[config.mk]
export PLATFORM = sky130hd
export DESIGN_NAME = status_emitter
export DESIGN_NICKNAME = d
export VERILOG_FILES = /design/src/rtl/status_emitter.sv
export SDC_FILE = /design/constraint.sdc
export NUM_CORES = 1
export LEC_CHECK = 0
export CAP_MARGIN = 20
export CORE_ASPECT_RATIO = 0.7
export CORE_MARGIN = 2
export CORE_UTILIZATION = 23
export CTS_CLUSTER_SIZE = 16
export DETAILED_ROUTE_END_ITERATION = 8
export SYNTH_ARGS = -nofsm -noshare
export SYNTH_HDL_FRONTEND = slang
export SYNTH_SLANG_ARGS = --single-unit
[constraint.sdc]
create_clock -name clk -period 4.1 [get_ports clk]
set_input_delay 1.23 -clock clk [delete_from_list [all_inputs] [get_ports clk]]
set_output_delay 1.23 -clock clk [all_outputs]
set_load 0.005 [all_outputs]
[src/rtl/status_emitter.sv]
// status_emitter
//   Buffers per-operation outcomes from the mode controller in a DEPTH-entry
//   FIFO. Each buffered outcome is emitted as a BUS_W-bit status word on a
//   valid/ready port. Saturating outcome counters and a sticky failure flag
//   are kept for the control logic.
// Ports
//   clk, rst             clock; asynchronous active-high reset
//   st_valid/st_fail     outcome input (1 = FAILURE, 0 = SUCCESS)
//   st_ready             FIFO has room for an outcome
//   dout/dout_valid      status word at the FIFO head (zero when not valid)
//   dout_ready           consumer accepts dout
//   clr                  synchronous clear of the counters and sticky flag
//   fail_seen            a FAILURE was accepted since reset/clr
//   n_success/n_failure  saturating counts of accepted outcomes
//   level                FIFO occupancy
module status_emitter #(
  parameter int BUS_W = 32,
  parameter int DEPTH = 4,
  parameter int CNT_W = 8
) (
  input  logic                       clk,
  input  logic                       rst,
  input  logic                       st_valid,
  input  logic                       st_fail,
  output logic                       st_ready,
  output logic [BUS_W-1:0]           dout,
  output logic                       dout_valid,
  input  logic                       dout_ready,
  input  logic                       clr,
  output logic                       fail_seen,
  output logic [CNT_W-1:0]           n_success,
  output logic [CNT_W-1:0]           n_failure,
  output logic [$clog2(DEPTH):0]     level
);
  localparam int AW = $clog2(DEPTH);
  localparam int LW = AW + 1;
  localparam logic [CNT_W-1:0] CNT_MAX = {CNT_W{1'b1}};

  if (BUS_W < 4) begin : g_bad_bus
    $error("status_emitter: BUS_W must be >= 4");
  end
  if (DEPTH < 2 || (1 << AW) != DEPTH) begin : g_bad_depth
    $error("status_emitter: DEPTH must be a power of two >= 2");
  end

  // One bit per entry is enough: the word is rebuilt from the outcome at the head.
  logic [DEPTH-1:0] mem_q;
  logic [AW-1:0]    wr_q, rd_q;
  logic [LW-1:0]    level_q, level_d;
  logic [CNT_W-1:0] ns_q, ns_d, nf_q, nf_d;
  logic             fs_q, fs_d;
  logic             push, pop;

  // Handshake qualifiers come from registered occupancy only, so a pop in the
  // same cycle never opens room for a push into a full FIFO.
  assign st_ready   = (level_q != LW'(DEPTH));
  assign dout_valid = (level_q != '0);
  assign push       = st_valid && st_ready;
  assign pop        = dout_valid && dout_ready;

  assign dout = dout_valid ? {3'b111, mem_q[rd_q], {(BUS_W-4){1'b0}}} : '0;

  always_comb begin
    level_d = level_q;
    case ({push, pop})
      2'b10:   level_d = level_q + 1'b1;
      2'b01:   level_d = level_q - 1'b1;
      default: level_d = level_q;
    endcase
  end

  // clr takes priority over a push for the statistics only.
  always_comb begin
    ns_d = ns_q;
    nf_d = nf_q;
    fs_d = fs_q;
    if (clr) begin
      ns_d = '0;
      nf_d = '0;
      fs_d = 1'b0;
    end else if (push) begin
      if (st_fail) begin
        fs_d = 1'b1;
        if (nf_q != CNT_MAX) nf_d = nf_q + 1'b1;
      end else if (ns_q != CNT_MAX) begin
        ns_d = ns_q + 1'b1;
      end
    end
  end

  always_ff @(posedge clk or posedge rst) begin
    if (rst) begin
      mem_q   <= '0;
      wr_q    <= '0;
      rd_q    <= '0;
      level_q <= '0;
      ns_q    <= '0;
      nf_q    <= '0;
      fs_q    <= 1'b0;
    end else begin
      if (push) begin
        mem_q[wr_q] <= st_fail;
        wr_q        <= wr_q + 1'b1;
      end
      if (pop) rd_q <= rd_q + 1'b1;
      level_q <= level_d;
      ns_q    <= ns_d;
      nf_q    <= nf_d;
      fs_q    <= fs_d;
    end
  end

  assign level     = level_q;
  assign n_success = ns_q;
  assign n_failure = nf_q;
  assign fail_seen = fs_q;
endmodule

# Yosys cells after proc, flatten, opt, wreduce, memory -nomap -nowiden
# Index checks and enable logic that the tools add are counted.
# op_classes
eq_ne,6
mul,0
add_sub_neg,6
n_mux,18
reduce_logical,12
bitwise,0
shift,0
order_cmp,3
n_div,0
# op_table
op,count
8-bit 2-to-1 mux,8
32-bit 2-to-1 mux,1
8-bit by 1-bit adder with 8-bit output (second input constant),2
8-bit inequality test (second input constant),2
2-bit nonzero test,5
2-bit by 3-bit less-than comparator with 1-bit output (second input constant),2
3-bit case mux with 2 select lines,1
3-bit AND reduction,2
1-bit 2-to-1 mux,5
2-bit by 1-bit adder with 2-bit output (second input constant),2
4-bit bitwise mux,1
3-bit by 1-bit adder with 3-bit output (second input constant),1
1-bit logical AND,3
3-bit inequality test (second input constant),1
3-bit nonzero test,1
3-bit by 1-bit subtractor with 3-bit output (second input constant),1
1-bit binary-select mux with 2-bit select,1
1-bit demux with 2-bit select,1
2-bit by 1-bit == test with 1-bit output (second input constant),1
2-bit == test (second input constant),1
2-bit by 1-bit greater-or-equal comparator with 1-bit output (second input constant),1
2-bit by 1-bit inequality test with 1-bit output (second input constant),1
2-bit AND reduction,1
# totals
wordCells,52
inputBits,6
n_memories,0
rom_bits,0
out_inout_bits,54
latchBits,0
ramBits,0
reg_bits,28

# Longest topological paths before layout
# logic_depth
ltp_word,5
depth_mapped,11
depth_no_buf,10

# Worst setup path before layout
# No wires, ideal clock.
# synth_timing
kind,input to register
startpoint,input st_valid
endpoint,register level_q[2] (netlist: level[2])
n_path_buf,1
arrival_ps,2487
slack_ps,1534
stages,9
path_cell_list,and2_1 > buf_6 > inv_1 > ha_1 > inv_1 > fa_1 > xor2_1 > nor2_1 > xor2_1
# synth_via
elab_chain_len,3
elab_cells_between_ends,5
# synth_lines
element,line_no,rtl
start: declaration,23,"input logic st_valid,"
1-bit logical AND *,58,assign push = st_valid && st_ready;
2-bit by 1-bit == test with 1-bit output or 2-bit == test (tied branches),65,"case ({push, pop})"
3-bit case mux with 2 select lines or 2-bit nonzero test (tied branches),n/a,
end signal: assignment,106,level_q <= level_d;
end: declaration,49,"logic [LW-1:0] level_q, level_d;"
# Every way passes the cells marked *; elsewhere a longest branch is shown, timed or not.
# A chain may end at the register's enable or synchronous reset.

# Final worst setup path
# layout_timing
startpoint,register rd_q[0]
endpoint,output dout[28]
# layout_via
elab_chain_len,3
# layout_lines
element,line_no,rtl
start: declaration,48,"logic [AW-1:0] wr_q, rd_q;"
start signal: assignment,105,if (pop) rd_q <= rd_q + 1'b1;
1-bit binary-select mux with 2-bit select,61,"assign dout = dout_valid ? {3'b111, mem_q[rd_q], {(BUS_W-4){1'b0}}} : '0;"
1-bit 2-to-1 mux (implied by the code),61,
32-bit 2-to-1 mux,61,
end: declaration,26,"output logic [BUS_W-1:0] dout,"
# No other way between the ends. The select of a mux whose other input is x is not followed.

==> flow_summary.ini <==
[job]
maxCapViolations = 0

[place]
dp_hpwl_mm = 2.552
io_buffer_count = 31
dp_slack_ps = 866.8
place_congestion = 0.7447

[timing]
slew_violations = 0
fmax_mhz = 327.6
tightest_slew_ps = 651.4
period_share_pct = 74.45
min_period_ps = 3053
rsz0062_at_grt = false
fin_ws_ps = 1047
hold_viol = 0
tns_ps = 0
setup_viol = 0
finClkSkew_ps = 6.925
slew-limit-headroom_pct = 56.44

[drt]
drc_errors = 0
wirelength_mm = 3.413
first_iter_violations = 25
vias = 1192
routedWlPerCell_um = 11.49
antenna_left = 0
vias_per_cell = 4.013
dr.pass1.iters = 4

[synth]
synth_cell_type_count = 37
seq_area_frac_synth_pct = 40.61
synth.area.top_cells = dfrtp_1 (41%), buf_4 (13%), ha_1 (5.1%)
synth_top_cell_area_share_pct = 40.61
syn_area_sq_mm = 0.001725
syn_area_per_cell_sq_um = 10.03
postSynthCellCount = 172
yosysWarnings = 0
synthArstFlopShare_pct = 100.0
synth_edf_count = 0
ys_ff_latch = 28
synth_area_leader_cell = dfrtp_1
synth-main-ff-cell = dfrtp_1

[critical_path]
cp-endpoint = dout[28]
reg2reg_slack_ps = 1700
worstSetupPathType = register to output pin
cpMaxStageDelayCell = mux4_2
cp.arrival_ps = 1820
cp-start-kind = register
slowest_delay_ps = 510
crit_path_start = rd_q[0]
r2r_end = level[2]
r2r_start = level[0]
path_cells = mux4_2, and2_1, clkdlybuf4s50_1
worst_setup_path_end_kind = output pin
cp_max_fo = 3
reg2regPathDepth = 10
required_ps = 2870

[global_routing]
overflow = 0
grt_start_max_net_pins = 29
grt.total_usage_pct = 8.287
grt_pass1_vias = 1135
antenna_found_initial = 0
grt_pass1_wl_mm = 5.664

[clock_network]
cts_setup_buffers = 0
worstSkewPairLatency_ps = 280
clock_path_buffers = 2
cts_resized = 0
cts_root_buf = clkbuf_8
cts_tree = done
numCtsBuffers = 3
clk_pin_slew_ps = 90
postCtsHoldBufs = 0
cts_num_sinks = 28
cts_max_level = 1

[floorplan]
die_h_um = 76.47
row_count = 26
die_w_um = 107.5
start_util_pct = 23.68
coreArea_sq_mm = 0.007287
die-area_sq_mm = 0.008222
io_pins = 60

[final_layout]
n_antenna_cell = 0
area_growth_pct = 20.01
n_fill_cell = 780
layout.nets = 214
drive_above_1_share_pct = 6.533

[pwr]
p_leak_nw = 0.8975
vdd_ir_drop_max_mv = 0.1787
power.density_mw_per_mm2 = 473.7

[hold_path]
min-delay-path-class = register to register

[run_status]
status = finished, final reports clean
state kept, by name (all words and copies together) (netlist names):
signal     count
fail_seen      1
level          3
mem_q          4
n_failure      8
n_success      8
rd_q           2
wr_q           2
cell families (layout without fill, tap and decap cells):
kind of cell	Yosys count	count (layout)	synth area share [%]
flops	28	28	40.61
buf+inv	46	46	17.98
fa+ha+maj	8	8	6.236
mux	10	10	6.816
simple gates	48	48	14.72
xor+xnor	9	9	4.569
compound gates	22	22	8.848
other cells	1	28	0.2173
Yosys cell counts, drive strengths merged, types with 5 or more instances:
library cell	number
nand2	10
xor2	6
inv	10
nand3	6
dfrtp	28
ha	7
nor2	10
buf	35
or3	5
mux2i	5
o21ai	6
a21oi	8
per-stage QoR:
stage | area, sq um | total power, mW | instances | hold WS, ps | utilization, %
final | 2071 | 0.9810 | 297 | 507.5 | 28.42
after CTS | 2071 | 0.9950 | 297 | 504.3 | 28.42
after global placement | 1999 | 0.7556 | 293 | 472.8 | 27.44
after global routing | 2071 | 1.056 | 297 | 511.2 | 28.42
after floorplan | 1827 | 0.6544 | 199 | 452.8 | -
after detailed placement | 1999 | 0.7742 | 293 | 491.4 | 27.44
cells in the final DEF, fill, tap and decap left out, types with 2 or more instances in the layout:
cell	n
dfrtp_1	28
inv_1	9
mux2i_1	5
o31ai_1	3
clkdlybuf4s50_1	31
or4_1	3
conb_1	28
nand3_1	6
or3_1	5
nor2_1	10
nor3_1	2
nand2_1	10
xor2_1	6
o21ai_0	6
xnor2_1	3
a21oi_1	8
and2_1	3
nand4_1	4
clkbuf_8	3
mux2_2	4
ha_1	7
area by class of cell:
cell class	count	area (sq um)	area share (%)
Multi-Input combinational cell	125	815.8	39.40
Sequential cell	28	700.7	33.84
Timing Repair Buffer	32	317.8	15.35
Tap cell	98	122.6	5.921
Inverter	10	42.54	2.054
Clock buffer	3	41.29	1.994
Clock inverter	1	30.03	1.450
per-layer routing:
| metal | routed length, um | share of wire, % | track usage, % | vias up |
|---|---|---|---|---|
| met3 | 148 | 4.3 | 2.566 | 2 |
| met2 | 1555 | 46 | 12.96 | 25 |
| met1 | 1702 | 50 | 11.83 | 580 |
| met4 | 6 | 0.18 | 0.3846 | 0 |
| li1 | - | - | - | 585 |
| met5 | 0 | 0 | 0 | - |
power breakdown:
part           internal, mW  leakage, nW  total, mW  switching (mW)
Clock                 0.131       0.0357      0.218          0.0869
Combinational         0.207        0.497      0.367           0.160
Sequential            0.340        0.365      0.397          0.0561
critical path, delay by kind of cell (launching register included):
family                 cells  cell delay (ps)
muxes                      1              510
buffers and inverters      1              450
DFF                        1              430
and+or+nand+nor            1              170
how the worst min path moves through the flow:
stage            start      end  slack [ps]  cells past startpoint
2_1_floorplan  rd_q[1]  rd_q[1]         450                      1
3_3_place_gp   rd_q[1]  rd_q[1]         470                      1
3_5_place_dp   rd_q[1]  rd_q[1]         490                      1
4_1_cts        rd_q[1]  rd_q[1]         500                      1
5_1_grt        rd_q[1]  rd_q[1]         510                      1
6_report       rd_q[1]  rd_q[1]         510                      1
No activity file was read; power rests on OpenSTA's default activity.
